$ cat config.mk
export PLATFORM = sky130hd
export DESIGN_NAME = dpram_port_master
export DESIGN_NICKNAME = d
export VERILOG_FILES = /design/src/rtl/dpram_pkg.sv /design/src/rtl/dpram_rd_pipe.sv /design/src/rtl/dpram_port_master.sv
export SDC_FILE = /design/constraint.sdc
export NUM_CORES = 1
export LEC_CHECK = 0
export ABC_AREA = 1
export ABC_CLOCK_PERIOD_IN_PS = 1200
export CORE_MARGIN = 4
export CORE_UTILIZATION = 40
export DETAILED_ROUTE_END_ITERATION = 10
export PLACE_DENSITY = 0.75
export SYNTH_ARGS = -nofsm -noshare
export SYNTH_HDL_FRONTEND = slang
export SYNTH_HIERARCHICAL = 1
export SYNTH_SLANG_ARGS = --single-unit
$ cat constraint.sdc
create_clock -name clk_A -period 1.2 [get_ports clk_A]
set_input_delay 0.24 -clock clk_A [delete_from_list [all_inputs] [get_ports clk_A]]
set_output_delay 0.24 -clock clk_A [all_outputs]
set_load 0.05 [all_outputs]
$ cat src/rtl/dpram_pkg.sv
// Shared types and defaults for the dual-port RAM port-A initiator.
// The read tag pairs a valid flag with the address of the word in flight.
package dpram_pkg;

  localparam int DPRAM_ADDR_WIDTH = 5;
  localparam int DPRAM_DATA_WIDTH = 8;
  localparam int DPRAM_LEN_WIDTH  = 4;

  typedef enum logic {
    ST_IDLE  = 1'b0,
    ST_ISSUE = 1'b1
  } state_e;

  typedef struct packed {
    logic                        valid;
    logic [DPRAM_ADDR_WIDTH-1:0] addr;
  } rd_tag_t;

endpackage

$ cat src/rtl/dpram_rd_pipe.sv
// Fixed-depth delay line for read tags; a synchronous reset flushes
// every stage so no response can emerge for beats issued before it.
module dpram_rd_pipe #(
  parameter int ADDR_WIDTH = 5,
  parameter int DEPTH      = 1
) (
  input  logic                  clk,
  input  logic                  rst,
  input  logic                  in_valid,
  input  logic [ADDR_WIDTH-1:0] in_addr,
  output logic                  out_valid,
  output logic [ADDR_WIDTH-1:0] out_addr
);

  typedef struct packed {
    logic                  valid;
    logic [ADDR_WIDTH-1:0] addr;
  } tag_t;

  tag_t stage_r [DEPTH];

  // Shift tags one stage per clock, flushing on reset.
  always_ff @(posedge clk) begin
    if (rst) begin
      for (int i = 0; i < DEPTH; i++) begin
        stage_r[i] <= '0;
      end
    end else begin
      stage_r[0].valid <= in_valid;
      stage_r[0].addr  <= in_addr;
      for (int i = 1; i < DEPTH; i++) begin
        stage_r[i] <= stage_r[i-1];
      end
    end
  end

  assign out_valid = stage_r[DEPTH-1].valid;
  assign out_addr  = stage_r[DEPTH-1].addr;

endmodule

$ cat src/rtl/dpram_port_master.sv
// Port-A initiator: turns a valid/ready request stream into registered RAM
// pin activity (single writes, incrementing read bursts) and tagged read responses.
module dpram_port_master
  import dpram_pkg::*;
#(
  parameter int ADDR_WIDTH = DPRAM_ADDR_WIDTH,
  parameter int DATA_WIDTH = DPRAM_DATA_WIDTH,
  parameter int LEN_WIDTH  = DPRAM_LEN_WIDTH,
  parameter int RD_LATENCY = 1
) (
  input  logic                  clk_A,
  input  logic                  rst_A,
  input  logic                  req_valid,
  output logic                  req_ready,
  input  logic                  req_write,
  input  logic [ADDR_WIDTH-1:0] req_addr,
  input  logic [LEN_WIDTH-1:0]  req_len,
  input  logic [DATA_WIDTH-1:0] req_wdata,
  output logic [DATA_WIDTH-1:0] datain_A,
  output logic [ADDR_WIDTH-1:0] addr_A,
  output logic                  wr_enA,
  output logic                  enA,
  input  logic [DATA_WIDTH-1:0] dataout_A,
  output logic                  rsp_valid,
  output logic [ADDR_WIDTH-1:0] rsp_addr,
  output logic [DATA_WIDTH-1:0] rsp_data
);

  state_e                state_r;
  logic [LEN_WIDTH-1:0]  cnt_r;
  logic [ADDR_WIDTH-1:0] addr_r;
  logic [DATA_WIDTH-1:0] wdata_r;
  logic                  wr_en_r;
  logic                  en_n_r;
  logic                  rsp_valid_r;
  logic [ADDR_WIDTH-1:0] rsp_addr_r;
  logic [DATA_WIDTH-1:0] rsp_data_r;

  logic                  ready_s;
  logic                  accept_s;
  logic                  rd_beat_s;
  logic                  tag_valid_s;
  logic [ADDR_WIDTH-1:0] tag_addr_s;

  // Ready when idle or on the last beat of a command, never while in reset.
  always_comb begin
    ready_s = 1'b0;
    if (rst_A) begin
      ready_s = 1'b0;
    end else begin
      case (state_r)
        ST_IDLE:  ready_s = 1'b1;
        ST_ISSUE: ready_s = (cnt_r == {LEN_WIDTH{1'b0}});
        default:  ready_s = 1'b0;
      endcase
    end
  end

  assign req_ready = ready_s;
  assign accept_s  = req_valid & ready_s;

  // Command sequencer: load on accept, step through burst beats, else fall idle.
  always_ff @(posedge clk_A) begin
    if (rst_A) begin
      state_r <= ST_IDLE;
      cnt_r   <= {LEN_WIDTH{1'b0}};
      addr_r  <= {ADDR_WIDTH{1'b0}};
      wdata_r <= {DATA_WIDTH{1'b0}};
      wr_en_r <= 1'b0;
      en_n_r  <= 1'b1;
    end else if (accept_s) begin
      state_r <= ST_ISSUE;
      cnt_r   <= req_write ? {LEN_WIDTH{1'b0}} : req_len;
      addr_r  <= req_addr;
      wdata_r <= req_wdata;
      wr_en_r <= req_write;
      en_n_r  <= 1'b0;
    end else if ((state_r == ST_ISSUE) && (cnt_r != {LEN_WIDTH{1'b0}})) begin
      // Address wraps naturally at the top of the address space.
      state_r <= ST_ISSUE;
      cnt_r   <= cnt_r - LEN_WIDTH'(1);
      addr_r  <= addr_r + ADDR_WIDTH'(1);
      en_n_r  <= 1'b0;
    end else begin
      state_r <= ST_IDLE;
      wr_en_r <= 1'b0;
      en_n_r  <= 1'b1;
    end
  end

  assign enA      = en_n_r;
  assign wr_enA   = wr_en_r;
  assign addr_A   = addr_r;
  assign datain_A = wdata_r;

  // A read beat is on the pins this cycle; its tag meets the data RD_LATENCY
  // cycles later and the response register below adds the final stage.
  assign rd_beat_s = (state_r == ST_ISSUE) & ~wr_en_r;

  dpram_rd_pipe #(
    .ADDR_WIDTH (ADDR_WIDTH),
    .DEPTH      (RD_LATENCY)
  ) u_rd_pipe (
    .clk       (clk_A),
    .rst       (rst_A),
    .in_valid  (rd_beat_s),
    .in_addr   (addr_r),
    .out_valid (tag_valid_s),
    .out_addr  (tag_addr_s)
  );

  // Response stage: capture RAM data alongside its emerging tag.
  always_ff @(posedge clk_A) begin
    if (rst_A) begin
      rsp_valid_r <= 1'b0;
      rsp_addr_r  <= {ADDR_WIDTH{1'b0}};
      rsp_data_r  <= {DATA_WIDTH{1'b0}};
    end else if (tag_valid_s) begin
      rsp_valid_r <= 1'b1;
      rsp_addr_r  <= tag_addr_s;
      rsp_data_r  <= dataout_A;
    end else begin
      rsp_valid_r <= 1'b0;
    end
  end

  assign rsp_valid = rsp_valid_r;
  assign rsp_addr  = rsp_addr_r;
  assign rsp_data  = rsp_data_r;

endmodule
== After elaboration in Yosys (flattened, before gate mapping) ==
Memory sizes are Yosys's and may differ from the RTL's.
Cells that the tools add are included.

* Memory bits (read-only): 0
* Logic and storage cells: 41
* Latch bits: 0
* RAM bits: 6
* Bits in registers: 34
* Input port bits: 29
* Memories: 1

* Shifts and indexed selects: 0
* Reduce and logical (&&, ||, !) cells: 5
* Multipliers: 0
* Divide/modulo/power cells: 0
* Bitwise logic cells: 4
* Eq/ne operators: 1
* $lt $le $gt $ge: 0
* Mux-type cells: 19
* Add/sub/neg operators: 2

{| class="wikitable"
|+ Memories
! memory !! depth !! bits a word !! rd ports !! clocked after Yosys merged registers in !! wr ports !! line !! RTL
|-
| u_rd_pipe.stage_r || 1 || 6 || 1 || 0 || 2 || dpram_rd_pipe.sv:20 || <nowiki>tag_t stage_r [DEPTH];</nowiki>
|}

{| class="wikitable"
|+ Operators with widths
! cell !! count
|-
| 2-to-1 mux 4 bit || 3
|-
| 2-to-1 mux 1 bit || 11
|-
| 2-to-1 mux 5 bit || 2
|-
| 2-to-1 mux 6 bit || 1
|-
| OR reduction 6 bit || 1
|-
| adder 5 x 1 -> 5 bit (second input constant) || 1
|-
| zero test 4 bit || 1
|-
| nonzero test 4 bit || 1
|-
| subtractor 4 x 1 -> 4 bit (second input constant) || 1
|-
| bitwise AND 1 bit || 2
|-
| 2-to-1 mux 2 bit || 1
|-
| != test 2 bit (second input constant) || 1
|-
| NOT 1 bit || 2
|-
| one-hot mux 1 bit (2 select lines) || 1
|-
| nonzero test 2 bit || 1
|-
| logical AND 1 bit || 1
|}

== Longest topological paths before layout ==
* Depth in word-level cells: 5
* Gate-level depth with buffers: 9
* Mapped depth without buffers: 9

== By module ==
The synthesis kept the hierarchy.

{| class="wikitable"
|+ By module, submodules not included
! module !! cells an instance !! times used !! area an instance (um^2)
|-
| dpram_port_master || 203 || 1 || 1495.2
|-
| dpram_rd_pipe || 18 || 1 || 165.2
|}

== Worst setup path after synthesis ==
No wires, ideal clock.

* Kind: register to register
* From: register addr_r[0], in the netlist addr_A[0]
* To: register addr_r[4], in the netlist addr_A[4]
* Arrival time: 1403 ps
* Setup slack: -312 ps
* Data required time: 1091 ps
* Stages on the path, launching flop included: 9
* Clock period less this slack: 1512 ps
* Library setup time: 109 ps
* Path buffers: 0
* Cell sequence: dfxtp_1 > ha_1 > nand3_1 > nor2_1 > nor2_1 > nand2_1 > nand3_1 > nand2_1 > inv_1

* Word-level cells in the longest chain between the ends: 3

{| class="wikitable"
|+ Ends and longest elaborated chain
! what !! line !! RTL
|-
| start, declared || dpram_port_master.sv:31 || <nowiki>logic [ADDR_WIDTH-1:0] addr_r;</nowiki>
|-
| start signal, assigned || dpram_port_master.sv:67 || <nowiki>addr_r <= {ADDR_WIDTH{1'b0}};</nowiki>
|-
| start signal, assigned || dpram_port_master.sv:74 || <nowiki>addr_r <= req_addr;</nowiki>
|-
| start signal, assigned || dpram_port_master.sv:82 || <nowiki>addr_r <= addr_r + ADDR_WIDTH'(1);</nowiki>
|-
| adder 5 x 1 -> 5 bit || dpram_port_master.sv:82 ||
|-
| 2-to-1 mux 5 bit || dpram_port_master.sv:78 || <nowiki>end else if ((state_r == ST_ISSUE) && (cnt_r != {LEN_WIDTH{1'b0}})) begin</nowiki>
|-
| 2-to-1 mux 5 bit || dpram_port_master.sv:71 || <nowiki>end else if (accept_s) begin</nowiki>
|}

Every way passes these cells. The select of a mux whose other input is x is not followed.
A chain may end at the register's enable or synchronous reset.

== Worst setup path in the final report ==
* From: register cnt_r[1]
* To: output req_ready

* Word-level cells in the longest chain between the ends: 3

{| class="wikitable"
|+ Ends and longest elaborated chain
! what !! line !! RTL
|-
| start, declared || dpram_port_master.sv:30 || <nowiki>logic [LEN_WIDTH-1:0] cnt_r;</nowiki>
|-
| start signal, assigned || dpram_port_master.sv:66 || <nowiki>cnt_r <= {LEN_WIDTH{1'b0}};</nowiki>
|-
| start signal, assigned || dpram_port_master.sv:73 || <nowiki>cnt_r <= req_write ? {LEN_WIDTH{1'b0}} : req_len;</nowiki>
|-
| start signal, assigned || dpram_port_master.sv:81 || <nowiki>cnt_r <= cnt_r - LEN_WIDTH'(1);</nowiki>
|-
| zero test 4 bit || dpram_port_master.sv:53 || <nowiki>ST_ISSUE: ready_s = (cnt_r == {LEN_WIDTH{1'b0}});</nowiki>
|-
| one-hot mux 1 bit (2 select lines) || dpram_port_master.sv:51 || <nowiki>case (state_r)</nowiki>
|-
| 2-to-1 mux 1 bit || dpram_port_master.sv:48 || <nowiki>if (rst_A) begin</nowiki>
|-
| end, declared || dpram_port_master.sv:14 || <nowiki>output logic req_ready,</nowiki>
|}

Every way passes these cells.

==> reports/metrics.csv <==
metric;value;unit
Syn Area/Cell;7.513;um^2
largest net degree at the start of global routing;15;
leading register cell type out of synthesis;dfxtp_1;
Pre-antenna DRT Iters;4;
CP max FO;2;
CP Launch Type;register;
Port Buffer Count;58;
# setup viols final;21;
clk_lat worst skew;0.29;ns
Num CTS Buffers;5;
Final min period;1.462;ns
Non-Filler Instances;358;
Hold Crit Class;reg -> reg;
Post-route DRC;0;
area taken by multi-input logic gates;763.2;um^2
CP Capture Type;output pin;
Static Leak;1.370;nW
root buf cell;clkbuf_8;
slew margin rel.;0.7131;
worst slack at placement;-0.2633;ns
Post-Syn Instances;221;
CTS sink cnt;40;
Reg area;813.3;um^2
hold_buf cts;0;
count of final hold-check violations;0;
GRT Total Usage;0.1823;
global-route wire length before repair;7500;um
Avg WL per Cell;12.95;um
grt ovf;0;
area share of the largest cell type after synthesis;0.4823;
Worst EP arrival;1.22;ns
fillers;288;
actual slew at the worst max-slew pin;0.4299;ns
number of max-cap violations;0;
I/O pin count;59;
post-synth net total;252;
Synthesis Warnings;6;
post-route ant nets;0;
initial antenna violation count;0;
status;finished, violations left;
1st-iter DRT viols;85;
count leader, synth;nand2_1;
CP Cell Sequence;inv_2 > ha_4 > nand2_4 > nand2_4 > nand2_4 > inv_4 > buf_12;
Nets;339;
synthesized flop and latch total;40;
final wirelength;4637;um
PD cells;1262;nW/um^2
share of layout cells above drive strength 1;0.3149;
number of synthesized flops with an enable pin;0;
total number of vias;1741;
Final Max Slew Viols;0;
most frequent cells after synthesis;47 x nand2_1, 41 x nor2_1, 40 x dfxtp_1;
dpl cells;343;
post-synth top area cell;dfxtp_1;
synth-to-layout area growth;77.24;%
CORE AREA;4000;um^2
n_diodes;0;
unrepaired setup endpoints after global routing;true;
Die Wd;72.43;um
Crit-path slowest cell;dfxtp_2;
Die ar.;5245;um^2
Slowest Stage Delay on Critical Path;0.32;ns
Setup CP Type;reg -> out;
cell mode on critical path;nand2_4;
VDD IR max;984.7;uV
Initial Utilization;0.4151;
number of global-route vias before repair;1765;
ranking of synthesized cells by area;dfxtp_1 48%, nand2_1 11%, nor2_1 9.3%;
final period utilization;1.218;
overall die height;72.43;um
Max Buffers Root-to-Sink;2;
post-synthesis sequential area ratio;0.4823;
CTS tree;done;
post-synth cell types;21;
fin util;0.7357;
ys async rst share;0;
clk_skew;0.006171;ns
WP data required;0.96;ns
Clock transition at path regs;0.07;ns
fmax;0.6841;GHz
Routability Congestion;0.8898;
Setup WS post-layout;-0.2617;ns
failing checks;negative setup slack;
vias per inst;4.863;
htree depth;2;
mapped cell area;1660;um^2
Rows;23;
Final HPWL DP;3363;um
-- placed cells by master (no fill, tap or decap), types with 3 or more instances in the layout --
cell type	netlist	routed
nand2_1	47	44
nor2_1	41	39
dfxtp_1	40	34
buf_12	0	31
clkdlybuf4s50_1	0	28
buf_4	1	26
nand3_1	24	20
inv_1	21	18
o21ai_0	13	13
nand4_1	10	10
inv_2	4	6
clkbuf_8	0	5
nand2_2	3	4
nand3_2	0	4
dfxtp_2	0	4
nand2_4	1	3
-- worst paths after layout --
check	slack, ns	endpoint	depth (start not counted)	startpoint
setup / recovery	-0.26	req_ready	7	cnt_r[1]
hold / removal	0.46	rsp_addr[3]	2	u_rd_pipe/stage_r[0][3]
setup reg to reg	-0.21	datain_A[0]	10	cnt_r[1]
hold reg to reg	0.46	rsp_addr[3]	2	u_rd_pipe/stage_r[0][3]
-- what timing repair did --
action                     CTS  global route
pin swaps                    2             4
cloned                       1             0
gates resized for setup      8             8
setup endpoints to repair   19            21
setup buffers                5             2
-- state kept, by name, summed over array words and instances (netlist names), 4 cells and up --
name,count
datain_A,8
rsp_data,8
u_rd_pipe/stage_r,6
addr_A,5
rsp_addr,5
cnt_r,4
-- power breakdown --
group | leakage (nW) | switching, mW | total [mW] | internal (mW)
Combinational | 0.995 | 0.679 | 1.34 | 0.657
Sequential | 0.331 | 0.102 | 1.55 | 1.44
Clock | 0.0443 | 0.437 | 0.832 | 0.394
-- worst max-delay path, delay by kind of cell (launching register included) --
family,cells,cell delay [ns]
adder cells (fa/ha/maj),1,0.15
buffers and inverters,3,0.26
flip-flops,1,0.32
AND/OR/NAND/NOR,3,0.19
-- per-layer routing --
layer  part of all wire  global-route usage
met4              0.021             0.09016
met2               0.51              0.3286
met5                  0                   0
met3              0.090             0.05679
met1               0.38              0.1900
-- logic make-up (layout without fill, tap and decap cells) --
| group | after synthesis | count (layout) | synth area share |
|---|---|---|---|
| AOI/OAI and AO/OA | 17 | 17 | 0.06330 |
| xor gates and xnor gates | 2 | 2 | 0.01055 |
| and+or+nand+nor | 127 | 127 | 0.3376 |
| adders and majority gates | 2 | 2 | 0.01507 |
| buffers and inverters | 33 | 120 | 0.09118 |
| DFF | 40 | 40 | 0.4823 |
-- metrics by stage --
stage          area (um^2)  total power, mW  hold slack [ns]  setup TNS, ns
2_1_floorplan         1687            2.160           0.3024      -0.009419
3_3_place_gp          2746            2.772           0.4347         -4.967
3_5_place_dp          2746            2.795           0.4402         -5.613
4_1_cts               2903            3.698           0.4571         -2.758
5_1_grt               2943            3.878           0.4789         -4.958
6_report              2943            3.714           0.4607         -3.569
-- final cells by class --
| class | count | share of cell area |
|---|---|---|
| clock buffer | 5 | 0.02338 |
| clock inverter | 2 | 0.003827 |
| inverter | 25 | 0.03444 |
| multi-input combinational | 148 | 0.2594 |
| sequential | 40 | 0.2764 |
| tap | 50 | 0.02126 |
| timing repair buffer | 87 | 0.3801 |
| timing repair inverter | 1 | 0.001276 |
Power figures use the tool's default switching activity.
